## config.mk

```make
export PLATFORM = sky130hd
export DESIGN_NAME = maxpool2d_stream
export DESIGN_NICKNAME = d
export VERILOG_FILES = /design/src/rtl/nn_pkg.sv /design/src/rtl/pool_line_buf.sv /design/src/rtl/maxpool2d_stream.sv
export SDC_FILE = /design/constraint.sdc
export NUM_CORES = 1
export LEC_CHECK = 0
export CAP_MARGIN = 40
export CORE_MARGIN = 2
export CORE_UTILIZATION = 40
export DETAILED_ROUTE_END_ITERATION = 12
export GPL_TIMING_DRIVEN = 0
export PLACE_DENSITY_LB_ADDON = 0.3
export SLEW_MARGIN = 25
export SYNTH_ARGS = -nofsm -noshare
export SYNTH_HDL_FRONTEND = slang
export SYNTH_SLANG_ARGS = --single-unit
```

## constraint.sdc

```tcl
create_clock -name clk -period 13.7 [get_ports clk]
set_input_delay 3.425 -clock clk [delete_from_list [all_inputs] [get_ports clk]]
set_output_delay 3.425 -clock clk [all_outputs]
set_load 0.05 [all_outputs]
```

## src/rtl/nn_pkg.sv

```systemverilog
// Shared definitions for the NN streaming stages: FSM encodings, default pixel width
// and the signed-max helper used by the pooling blocks.
package nn_pkg;

  typedef enum logic [1:0] {
    ST_IDLE = 2'd0,
    ST_RUN  = 2'd1,
    ST_DONE = 2'd2
  } nn_state_e;

  localparam int NN_DATA_W = 16;
  localparam int NN_MAX_W  = 64;

  // Callers sign-extend into the wide operands and truncate the result back.
  function automatic logic signed [NN_MAX_W-1:0] nn_smax(
    input logic signed [NN_MAX_W-1:0] a,
    input logic signed [NN_MAX_W-1:0] b
  );
    logic signed [NN_MAX_W-1:0] m;
    if (a > b) begin
      m = a;
    end else begin
      m = b;
    end
    return m;
  endfunction

endpackage

```

## src/rtl/pool_line_buf.sv

```systemverilog
// Line buffer for the even-row partial maxima: one synchronous write port and
// one asynchronous read port. Contents are not reset.
module pool_line_buf #(
  parameter int DATA_W = 16,
  parameter int DEPTH  = 4,
  parameter int AW     = (DEPTH > 1) ? $clog2(DEPTH) : 1
) (
  input  logic                     clk,
  input  logic                     i_we,
  input  logic [AW-1:0]            i_waddr,
  input  logic signed [DATA_W-1:0] i_wdata,
  input  logic [AW-1:0]            i_raddr,
  output logic signed [DATA_W-1:0] o_rdata
);

  logic signed [DATA_W-1:0] r_mem [DEPTH];

  // Storage write
  always_ff @(posedge clk) begin
    if (i_we) begin
      r_mem[i_waddr] <= i_wdata;
    end
  end

  assign o_rdata = r_mem[i_raddr];

endmodule

```

## src/rtl/maxpool2d_stream.sv

```systemverilog
// 2x2 stride-2 signed max pooling over a row-major pixel stream, en/done controlled.
// Optional macro POOL_RELU_EN clamps negative pooled results to zero.
module maxpool2d_stream
  import nn_pkg::*;
#(
  parameter int DATA_W = NN_DATA_W,
  parameter int IMG_W  = 8,
  parameter int IMG_H  = 8
) (
  input  logic                     clk,
  input  logic                     rst,
  input  logic                     en_pool,
  input  logic                     in_valid,
  input  logic signed [DATA_W-1:0] in_data,
  output logic                     in_ready,
  output logic                     out_valid,
  output logic signed [DATA_W-1:0] out_data,
  input  logic                     out_ready,
  output logic                     done
);

  localparam int DEPTH = IMG_W / 2;
  localparam int NOUT  = (IMG_W / 2) * (IMG_H / 2);
  localparam int CW    = (IMG_W > 1) ? $clog2(IMG_W) : 1;
  localparam int RW    = (IMG_H > 1) ? $clog2(IMG_H) : 1;
  localparam int AW    = (DEPTH > 1) ? $clog2(DEPTH) : 1;
  localparam int OW    = $clog2(NOUT + 1);

  localparam logic [CW-1:0] COL_LAST = CW'(IMG_W - 1);
  localparam logic [RW-1:0] ROW_LAST = RW'(IMG_H - 1);
  localparam logic [OW-1:0] OUT_LAST = OW'(NOUT - 1);

  nn_state_e                r_state;
  nn_state_e                w_next_state;
  logic [CW-1:0]            r_col;
  logic [RW-1:0]            r_row;
  logic signed [DATA_W-1:0] r_pair;
  logic                     r_in_done;
  logic [OW-1:0]            r_out_cnt;
  logic                     r_out_valid;
  logic signed [DATA_W-1:0] r_out_data;
  logic                     r_done;

  logic                     w_in_ready;
  logic                     w_accept;
  logic                     w_out_hs;
  logic                     w_start;
  logic                     w_lb_we;
  logic [AW-1:0]            w_lb_addr;
  logic signed [DATA_W-1:0] w_lb_rdata;
  logic signed [DATA_W-1:0] w_pm;
  logic signed [DATA_W-1:0] w_win_max;
  logic signed [DATA_W-1:0] w_result;

  assign w_start  = (r_state == ST_IDLE) && en_pool;
  assign w_accept = in_valid && w_in_ready;
  assign w_out_hs = r_out_valid && out_ready;

  // State register
  always_ff @(posedge clk) begin
    if (rst) begin
      r_state <= ST_IDLE;
    end else begin
      r_state <= w_next_state;
    end
  end

  // Next-state and input-ready decode
  always_comb begin
    w_next_state = r_state;
    w_in_ready   = 1'b0;
    case (r_state)
      ST_IDLE: begin
        if (en_pool) begin
          w_next_state = ST_RUN;
        end else begin
          w_next_state = ST_IDLE;
        end
      end
      ST_RUN: begin
        w_in_ready = (!r_out_valid || out_ready) && !r_in_done;
        if (w_out_hs && (r_out_cnt == OUT_LAST)) begin
          w_next_state = ST_DONE;
        end else begin
          w_next_state = ST_RUN;
        end
      end
      ST_DONE: begin
        w_next_state = ST_IDLE;
      end
      default: begin
        w_next_state = ST_IDLE;
      end
    endcase
  end

  // Window arithmetic: horizontal pair max, then vertical max against the line buffer
  always_comb begin
    w_pm      = DATA_W'(nn_smax(NN_MAX_W'(in_data), NN_MAX_W'(r_pair)));
    w_win_max = DATA_W'(nn_smax(NN_MAX_W'(w_lb_rdata), NN_MAX_W'(w_pm)));
`ifdef POOL_RELU_EN
    if (w_win_max[DATA_W-1]) begin
      w_result = '0;
    end else begin
      w_result = w_win_max;
    end
`else
    w_result = w_win_max;
`endif
    w_lb_we   = w_accept && r_col[0] && !r_row[0];
    w_lb_addr = AW'(r_col >> 1);
  end

  // Input position counters and the held even-column pixel
  always_ff @(posedge clk) begin
    if (rst || w_start) begin
      r_col     <= '0;
      r_row     <= '0;
      r_pair    <= '0;
      r_in_done <= 1'b0;
    end else if (w_accept) begin
      if (!r_col[0]) begin
        r_pair <= in_data;
      end
      if (r_col == COL_LAST) begin
        r_col <= '0;
        if (r_row == ROW_LAST) begin
          r_row     <= '0;
          r_in_done <= 1'b1;
        end else begin
          r_row <= r_row + RW'(1);
        end
      end else begin
        r_col <= r_col + CW'(1);
      end
    end
  end

  // Output register; a new result may load in the cycle the old one drains
  always_ff @(posedge clk) begin
    if (rst) begin
      r_out_valid <= 1'b0;
      r_out_data  <= '0;
      r_out_cnt   <= '0;
      r_done      <= 1'b0;
    end else begin
      r_done <= (w_next_state == ST_DONE);
      if (w_start) begin
        r_out_cnt <= '0;
      end else if (w_out_hs) begin
        r_out_cnt <= r_out_cnt + OW'(1);
      end
      if (w_accept && r_col[0] && r_row[0]) begin
        r_out_valid <= 1'b1;
        r_out_data  <= w_result;
      end else if (w_out_hs) begin
        r_out_valid <= 1'b0;
      end
    end
  end

  pool_line_buf #(
    .DATA_W (DATA_W),
    .DEPTH  (DEPTH),
    .AW     (AW)
  ) u_line_buf (
    .clk     (clk),
    .i_we    (w_lb_we),
    .i_waddr (w_lb_addr),
    .i_wdata (w_pm),
    .i_raddr (w_lb_addr),
    .o_rdata (w_lb_rdata)
  );

  assign in_ready  = w_in_ready;
  assign out_valid = r_out_valid;
  assign out_data  = r_out_data;
  assign done      = r_done;

endmodule

```

* Word level (Yosys, flattened, before mapping)
Memory sizes are Yosys's and may differ from the RTL's. A register that Yosys moved wholly into a read port is not among the register bits.
Cells that the tools add are included.
** Word-level totals
- Flip-flop bits (word level) :: 48
- Output and inout bits :: 19
- Latch bits :: 0
- Word-level logic and storage cells :: 54
- RAM bits :: 64
- Memory bits (read-only) :: 0
- Memories :: 1
- Input port bits :: 21
** Memory list
- u_line_buf.r_mem :: depth 4, bits a word 16, rd ports 1, clocked after Yosys merged registers in 1, write ports 1, RTL line pool_line_buf.sv:16 : logic signed [DATA_W-1:0] r_mem [DEPTH];
** Operators by class
- Shift-type cells :: 0
- Add/sub/neg operators :: 3
- Reductions and logical operators :: 19
- Multiply operators :: 0
- Eq/ne operators :: 5
- Div/mod/pow operators :: 0
- Muxes and demuxes :: 14
- $lt $le $gt $ge :: 2
- Bitwise operators :: 1
** Operator list (count)
- 16-bit greater-than comparator :: 2
- 16-bit 2-to-1 mux :: 2
- 1-bit logical AND :: 8
- 3-bit by 1-bit adder with 3-bit output (second input constant) :: 2
- 3-bit equality test (second input constant) :: 2
- 1-bit 2-to-1 mux :: 6
- 2-bit 2-to-1 mux :: 3
- 3-bit 2-to-1 mux :: 2
- 5-bit by 1-bit adder with 5-bit output (second input constant) :: 1
- 5-bit by 4-bit equality test with 1-bit output (second input constant) :: 1
- 2-bit case mux with 2 select lines :: 1
- 2-bit AND reduction :: 2
- 1-bit logical NOT :: 3
- 3-bit AND reduction :: 1
- 2-bit by 1-bit equality test with 1-bit output (second input constant) :: 1
- 2-bit equality test (second input constant) :: 1
- 2-bit logical NOT :: 1
- 1-bit logical OR :: 2
- 2-bit nonzero test :: 1
- 2-bit OR reduction :: 1
- 1-bit inverter :: 1

* Longest topological paths before layout
Gate-level depths: netlist of run 1.
- Depth in word-level cells :: 9
- Mapped depth :: 19
- Mapped depth without buffers :: 16

* Cells and area by module
Synthesis of run 1 repeated with hierarchy kept, for this count alone.
** Unflattened totals
- Cell total of the unflattened synthesis :: 475
- Area, all modules :: 5696.7 µm²
** Modules (own cells, without submodules)
- maxpool2d_stream :: sequential area each 960.9 µm², area each 3319.4 µm², cells an instance 387, instances 1
- pool_line_buf :: sequential area each 1921.8 µm², area each 2377.3 µm², cells an instance 88, instances 1

* Least setup slack after synthesis of run 1
No wires, ideal clock.
- Path kind :: input -> output
- Start point :: input port out_ready
- End point :: output port in_ready
- Stages on the path :: 2
- Arrival time :: 4.128 ns
- Buffers on the path :: 0
- Data required time :: 10.275 ns
- Slack :: 6.147 ns
- Cell sequence :: nor2b_1 nor4b_4
** On the way
- Longest elaborated chain between the ends :: 3
** Ends and longest elaborated chain
- start, declared :: RTL line maxpool2d_stream.sv:18 : input logic out_ready,
- 1-bit logical OR :: RTL line maxpool2d_stream.sv:81 : w_in_ready = (!r_out_valid || out_ready) && !r_in_done;
- 1-bit logical AND :: RTL line maxpool2d_stream.sv:81
- 1-bit 2-to-1 mux :: RTL line maxpool2d_stream.sv:72 : case (r_state)
- end, declared :: RTL line maxpool2d_stream.sv:15 : output logic in_ready,
No other way between the ends.

* Worst setup path after layout of run 1
Ends and elaborated chain as after synthesis.

==> out/results.ini, run 1 <==
[global_routing]
grt_pass1_wl_um=18900
grt_pass1_vias=3766
grt_max_degree=17
antenna_found_initial=0
grt_overflow=0
grt_use_total_pct=17.3

[job]
cap_violations=0

[timing]
fin_crit_sh_pct=62.1
slew_headroom_pct=52.3
finalSetupViolCount=0
fin_worst_skew_ns=0.00877
fin_crit_ns=8.51
rsz0062_at_grt=no
tns_ns=0
worst_pin_slew_ns=0.701
max_freq_mhz=117
report.final.slew_viol_count=0
hold_violations=0

[clocking]
clockRootBuffer=clkbuf_16
clk_latency_ns=0.42
cts_sinks=114
cts_max_level=4
cts_resized=0
cts_setup_buffers=0
path_clk_slew_ns=0.05
hold_buffers=0
cts_buffers=17
cts_buffer_depth=2
cts_tree=yes

[setup_path]
required_ns=10.27
worstSetupStartpointType=primary input
crit_type=in -> out
slowest_delay_ns=0.85
crit_path_end_kind=output port
worstPathArrival_ns=5.09
crit_path_max_fanout=3
path_cells=clkdlybuf4s50_1 -> nor2b_1 -> nor4b_4 -> clkdlybuf4s50_1
cpMaxStageDelayCell=clkdlybuf4s50_1
cpLargestDelayFamily=buffers and inverters
crit_top_cell=clkdlybuf4s50_1
path_buf_inv=2

[yosys]
synth_edf_count=64
synthArstFlopShare_pct=0
ys.flop_type=edfxtp_1
syn_avg_cell_area_um2=12.5
netlist_area_mm2=0.00542
syn_nets=492
synth_warnings=0
synthCells=433
synth.yosys.seq_area_share_pct=54.0
ys_types=48
ys_seq_elements=114

[power]
p_leak_nw=2.51
intPower_w=0.000639
switchingPower_w=0.000195
peakVddDrop_mv=0.0915
combPwrFrac_pct=7.7
p_clk_share_pct=48.2
sw_frac_of_total_pct=23.4
pwr-share-seq_pct=44.1
fin_total_pwr_w=0.000833
powerDensity_mw_per_mm2=125

[placed_design]
io_buffers=39
hpwl_um=8830
gp_congestion=0.856

[detailed_routing]
drt_iter0_markers=262
drc=0
dr_wl_met2_um=5850
via_per_inst=5.32
routed_wl_um=11800
wl_met3_um=489
drt_pass1_iterations=5
wl_per_cell_um=17.2
vias=3662
wl_met1_um=5280
top_layer=met4
drtAntennaViolNets=0

[finish]
drive_gt1_share_pct=13.5
fillers=1145
fin_nets=558
syn2layout_area_growth_pct=22.7
antenna_cells=0

[floorplanning]
num_rows=42
die_y_um=120
start_util_pct=40.9
dieWidth_um=120
io_pins=40
die-area_mm2=0.0145
core_area_mm2=0.0132

[outcome]
status=finished clean

[hold_path]
hold_class=reg -> reg

registers in the layout (all words and copies together) (netlist names), named ones only:
signal,cells
r_pair,16
out_valid,1
r_col,3
done,1
u_line_buf.r_mem,64
r_state,2
out_data,16
r_row,3
r_in_done,1
r_out_cnt,5
synthesized netlist by cell type (2+ instances only):
| cell type | instances | share of area (%) |
|---|---|---|
| o21ai_0 | 5 | 0.46 |
| nand4_1 | 7 | 0.81 |
| nor4_1 | 3 | 0.35 |
| nand4b_1 | 15 | 2.4 |
| o211ai_1 | 16 | 2.2 |
| dfxtp_1 | 50 | 18 |
| a21oi_1 | 20 | 1.8 |
| and4_1 | 3 | 0.49 |
| a21o_1 | 3 | 0.42 |
| nand3b_1 | 15 | 2.1 |
| nor2b_1 | 2 | 0.23 |
| and3_1 | 3 | 0.35 |
| and2_1 | 2 | 0.23 |
| buf_6 | 2 | 0.42 |
| nor4b_1 | 2 | 0.32 |
| nand2b_1 | 2 | 0.23 |
| a211oi_1 | 2 | 0.28 |
| nor3_1 | 4 | 0.37 |
| ha_1 | 38 | 8.8 |
| mux2i_1 | 31 | 5.7 |
| buf_2 | 3 | 0.28 |
| clkbuf_1 | 15 | 1.0 |
| xor2_1 | 2 | 0.32 |
| inv_1 | 36 | 2.5 |
| nand3_1 | 7 | 0.65 |
| edfxtp_1 | 64 | 35 |
| nor2_1 | 31 | 2.1 |
| mux4_2 | 16 | 6.7 |
| nand2_1 | 15 | 1.0 |
final timing paths:
check | to | slack, ns | startpoint | cells past startpoint
hold reg to reg | r_row[2] | 0.46 | r_row[2] | 2
hold / removal | r_row[2] | 0.46 | r_row[2] | 2
setup reg to reg | out_data[11] | 8.51 | r_pair[15] | 18
setup / recovery | in_ready | 5.19 | out_ready | 4
cell families after synthesis:
logic type	synth area share, %
simple gates	12.8
compound gates	6.61
xor+xnor	0.485
flops	54.0
fa+ha+maj	8.78
mux	12.8
buf+inv	4.53
through the flow:
| step | setup slack [ns] | utilization [%] | instance area [um2] | instances | hold slack (ns) |
|---|---|---|---|---|---|
| final | 5.19 | 50.2 | 6650 | 688 | 0.461 |
| after global routing | 5.03 | 50.2 | 6650 | 688 | 0.489 |
| after CTS | 5.17 | 50.2 | 6650 | 688 | 0.467 |
| after detailed placement | 4.97 | 46.1 | 6100 | 656 | 0.459 |
| after global placement | 5.04 | 45.5 | 6030 | 648 | 0.447 |
| after floorplan | 6.15 | - | 5420 | 433 | 0.440 |
final cells by class:
cell class              count  area (um2)  area share [%]
flip-flops and latches    114        2920            44.0
multi-input cells         260        2260            34.0
repair buffers             47         450            6.78
clock buffers              18         429            6.46
well taps                 176         220            3.31
inverters                  36         135            2.03
clock inverters            14         115            1.73
plain buffers              23         110            1.66
layout by cell type, fill, tap and decap left out, types with 3 or more instances in the layout:
cell / instances
and3_1: 3
clkbuf_1: 16
dfxtp_1: 50
buf_2: 9
mux2i_1: 31
nand3_1: 7
and4_1: 3
ha_1: 38
nor2_1: 30
nand2_1: 15
edfxtp_1: 64
o21ai_0: 5
clkinvlp_4: 5
a21o_1: 3
clkinv_1: 3
mux4_2: 16
clkbuf_16: 17
nand4_1: 7
a21oi_1: 20
o211ai_1: 16
nand4b_1: 15
nor3_1: 4
clkdlybuf4s50_1: 39
nand3b_1: 15
inv_1: 36
power by group through the flow:
stage | Combinational [W] | Sequential (W) | Clock (W)
3_5_place_dp | 0.0000636 | 0.000375 | 0
3_3_place_gp | 0.0000616 | 0.000374 | 0
2_1_floorplan | 0.0000411 | 0.000374 | 0
4_1_cts | 0.0000642 | 0.000368 | 0.000408
6_report | 0.0000638 | 0.000368 | 0.000402
5_1_grt | 0.0000707 | 0.000368 | 0.000421
worst reg2reg max path, delay by kind of cell, from the launching register on:
family	cells	cell delay, ns
DFF	1	0.34
AOI/OAI and AO/OA	7	1.08
and+or+nand+nor	4	1.18
buffers and inverters	3	0.73
muxes	2	1.13
adders and majority gates	2	0.66
layer usage:
layer / vias up / track usage (%)
met4: 0 / 6.98
met2: 79 / 28.9
met1: 1804 / 21.0
met5: - / 0
met3: 17 / 5.09
li1: 1762 / -
No activity file was read; power rests on OpenSTA's default activity.
==> run 2: changes to the inputs <==
Clock period 13.7 ns to 8.4 ns, I/O delays scaled along.
==> results of run 2 <==
The final DEF is identical to that of run 1. Status: finished clean.
Main changes from that run: setup slack after placement 4.97 ns -> 0.991 ns; clock-pin slew on the worst setup and hold paths 0.05 ns -> 0.06 ns; setup slack after layout 5.19 ns -> 1.41 ns; start point of the critical path out_ready -> in_data[14]; end point of the critical path in_ready -> out_data[11]; register-to-register setup slack 8.51 ns -> 3.21 ns; total power 0.000833 W -> 0.00136 W; worst IR drop on VDD 0.0915 mV -> 0.149 mV
==> run 3: changes to the inputs <==
Clock period 8.4 ns to 5.7 ns, I/O delays scaled along.
==> out/results.ini, run 3 (synthesized netlist as in run 1, its figures left out) <==
[setup_path]
cp-startpoint=in_data[8]
required_ns=5.98
reg2reg_to=out_data[13]
setup.worst_path.end=out_data[13]
worstSetupStartpointType=primary input
crit_path_max_fanout=10
r2r-start=r_pair[7]
crit_path_end_kind=flop
worstPathArrival_ns=5.89
r2r_slack_ns=1.13
crit_type=in -> reg
r2r_cells=21

[detailed_routing]
drc=0
drt_pass1_iterations=5
drtAntennaViolNets=0
routed_wl_um=12700
via_per_inst=5.38
vias=3838
drt_iter0_markers=283
wl_per_cell_um=17.8

[timing]
hold_violations=0
finalSetupViolCount=0
slew_headroom_pct=56.3
report.final.slew_viol_count=0
worst_pin_slew_ns=0.655
max_freq_mhz=178
tns_ns=0
fin_hold_ws_ns=0.461
fin_crit_sh_pct=98.4
fin_worst_skew_ns=0.00915
fin_crit_ns=5.61

[finish]
syn2layout_area_growth_pct=32.4
fillers=1076
regMostFlops=u_line_buf.r_mem
fin_cells=713
multi_input_area_mm2=0.00256
antenna_cells=0
drive_gt1_share_pct=22.7
largest_reg_flops=64
seq_area_mm2=0.00292
fin_nets=583
mostFrequentLayoutCells=edfxtp_1, dfxtp_1, inv_1, clkdlybuf4s50_1, ha_1
final_common_cell=edfxtp_1

[floorplanning]
die-area_mm2=0.0145
dieWidth_um=120
die_y_um=120
num_rows=42
core_area_mm2=0.0132
io_pins=40
start_util_pct=40.9

[placed_design]
io_buffers=39
gp_congestion=0.856
hpwl_um=8830
dp_cells=656

[global_routing]
antenna_found_initial=0
grt_pass1_vias=3808
grt_max_degree=17
grt_use_total_pct=17.5
grt_overflow=0
grt_pass1_wl_um=19100

[clocking]
cts_buffer_depth=2
path_clk_slew_ns=0.05
cts_sinks=114
clk_latency_ns=0.41
cts_max_level=4
clockRootBuffer=clkbuf_16
hold_buffers=0
cts_buffers=17
cts_tree=yes

[outcome]
status=finished clean

[power]
peakVddDrop_mv=0.214
p_leak_nw=2.70
powerDensity_mw_per_mm2=288
fin_total_pwr_w=0.00207

[job]
cap_violations=0

[hold_path]
hold_class=reg -> reg

-- run 3: cell count changes in the layout (fill, tap and decap cells not counted), moves of 3 or more --
cell and change:
dlymetal6s2s_1 +5, ha_1 -6, mux2i_1 -13, ha_4 +6, clkdlybuf4s50_1 -5, o21ai_1 +3
buf_4 +23, mux2i_4 +12, o21ai_0 -3
-- run 3: critical path, stage by stage --
cell and delay (ns):
clkdlybuf4s50_1 0.48, ha_1 0.36, nand4_1 0.14, nor4_4 0.35
buf_4 0.17, nand3_1 0.10, o21ai_1 0.16, mux2i_4 0.11
buf_4 0.17, buf_12 0.14, mux2i_4 0.19, ha_1 0.33
nand4_1 0.22, a2111o_1 0.44, and4_4 0.20, nor3_4 0.33
or3_1 0.15, clkbuf_2 0.17, buf_6 0.16, o211ai_1 0.09
-- run 3: power by group --
group          internal, W  total, W  switching [W]
Combinational     0.000106  0.000220       0.000114
Sequential        0.000880  0.000885     0.00000487
Clock             0.000594  0.000963       0.000370
Total              0.00158   0.00207       0.000488
-- run 3: worst min path at each step --
stage,startpoint,endpoint,slack (ns),cells after the start
4_1_cts,r_row[2],r_row[2],0.47,2
6_report,r_row[2],r_row[2],0.46,2
3_3_place_gp,r_row[2],r_row[2],0.45,2
2_1_floorplan,r_row[1],r_row[1],0.44,2
3_5_place_dp,r_row[2],r_row[2],0.46,2
5_1_grt,r_row[2],r_row[2],0.49,2
-- run 3: repair_timing --
item	CTS	global route
resized for setup	10	44
setup endpoints to repair	16	16
buffers inserted	2	22
pin swaps	1	12
gates cloned	0	1
-- run 3: layer usage --
layer | track usage (%) | share of wire, %
met1 | 21.3 | 43
met4 | 6.83 | 1.1
met2 | 29.2 | 52
met5 | 0 | 0
met3 | 5.09 | 3.9
-- run 3: layout make-up --
cell class | count | share of cell area, %
buffer | 23 | 1.68
timing repair buffer | 72 | 9.37
clock inverter | 14 | 1.61
multi-input combinational | 260 | 35.6
sequential | 114 | 40.8
clock buffer | 18 | 5.98
tap | 176 | 3.07
inverter | 36 | 1.88
-- run 3: metrics by stage --
stage                     utilization [%]  instance area [um2]  setup slack (ns)
after floorplan                         -                 5420             0.425
after global placement               45.5                 6030            -0.965
after detailed placement             46.1                 6100             -1.03
after CTS                            50.7                 6710            0.0151
after global routing                 54.1                 7170            -0.134
final                                54.1                 7170            0.0913
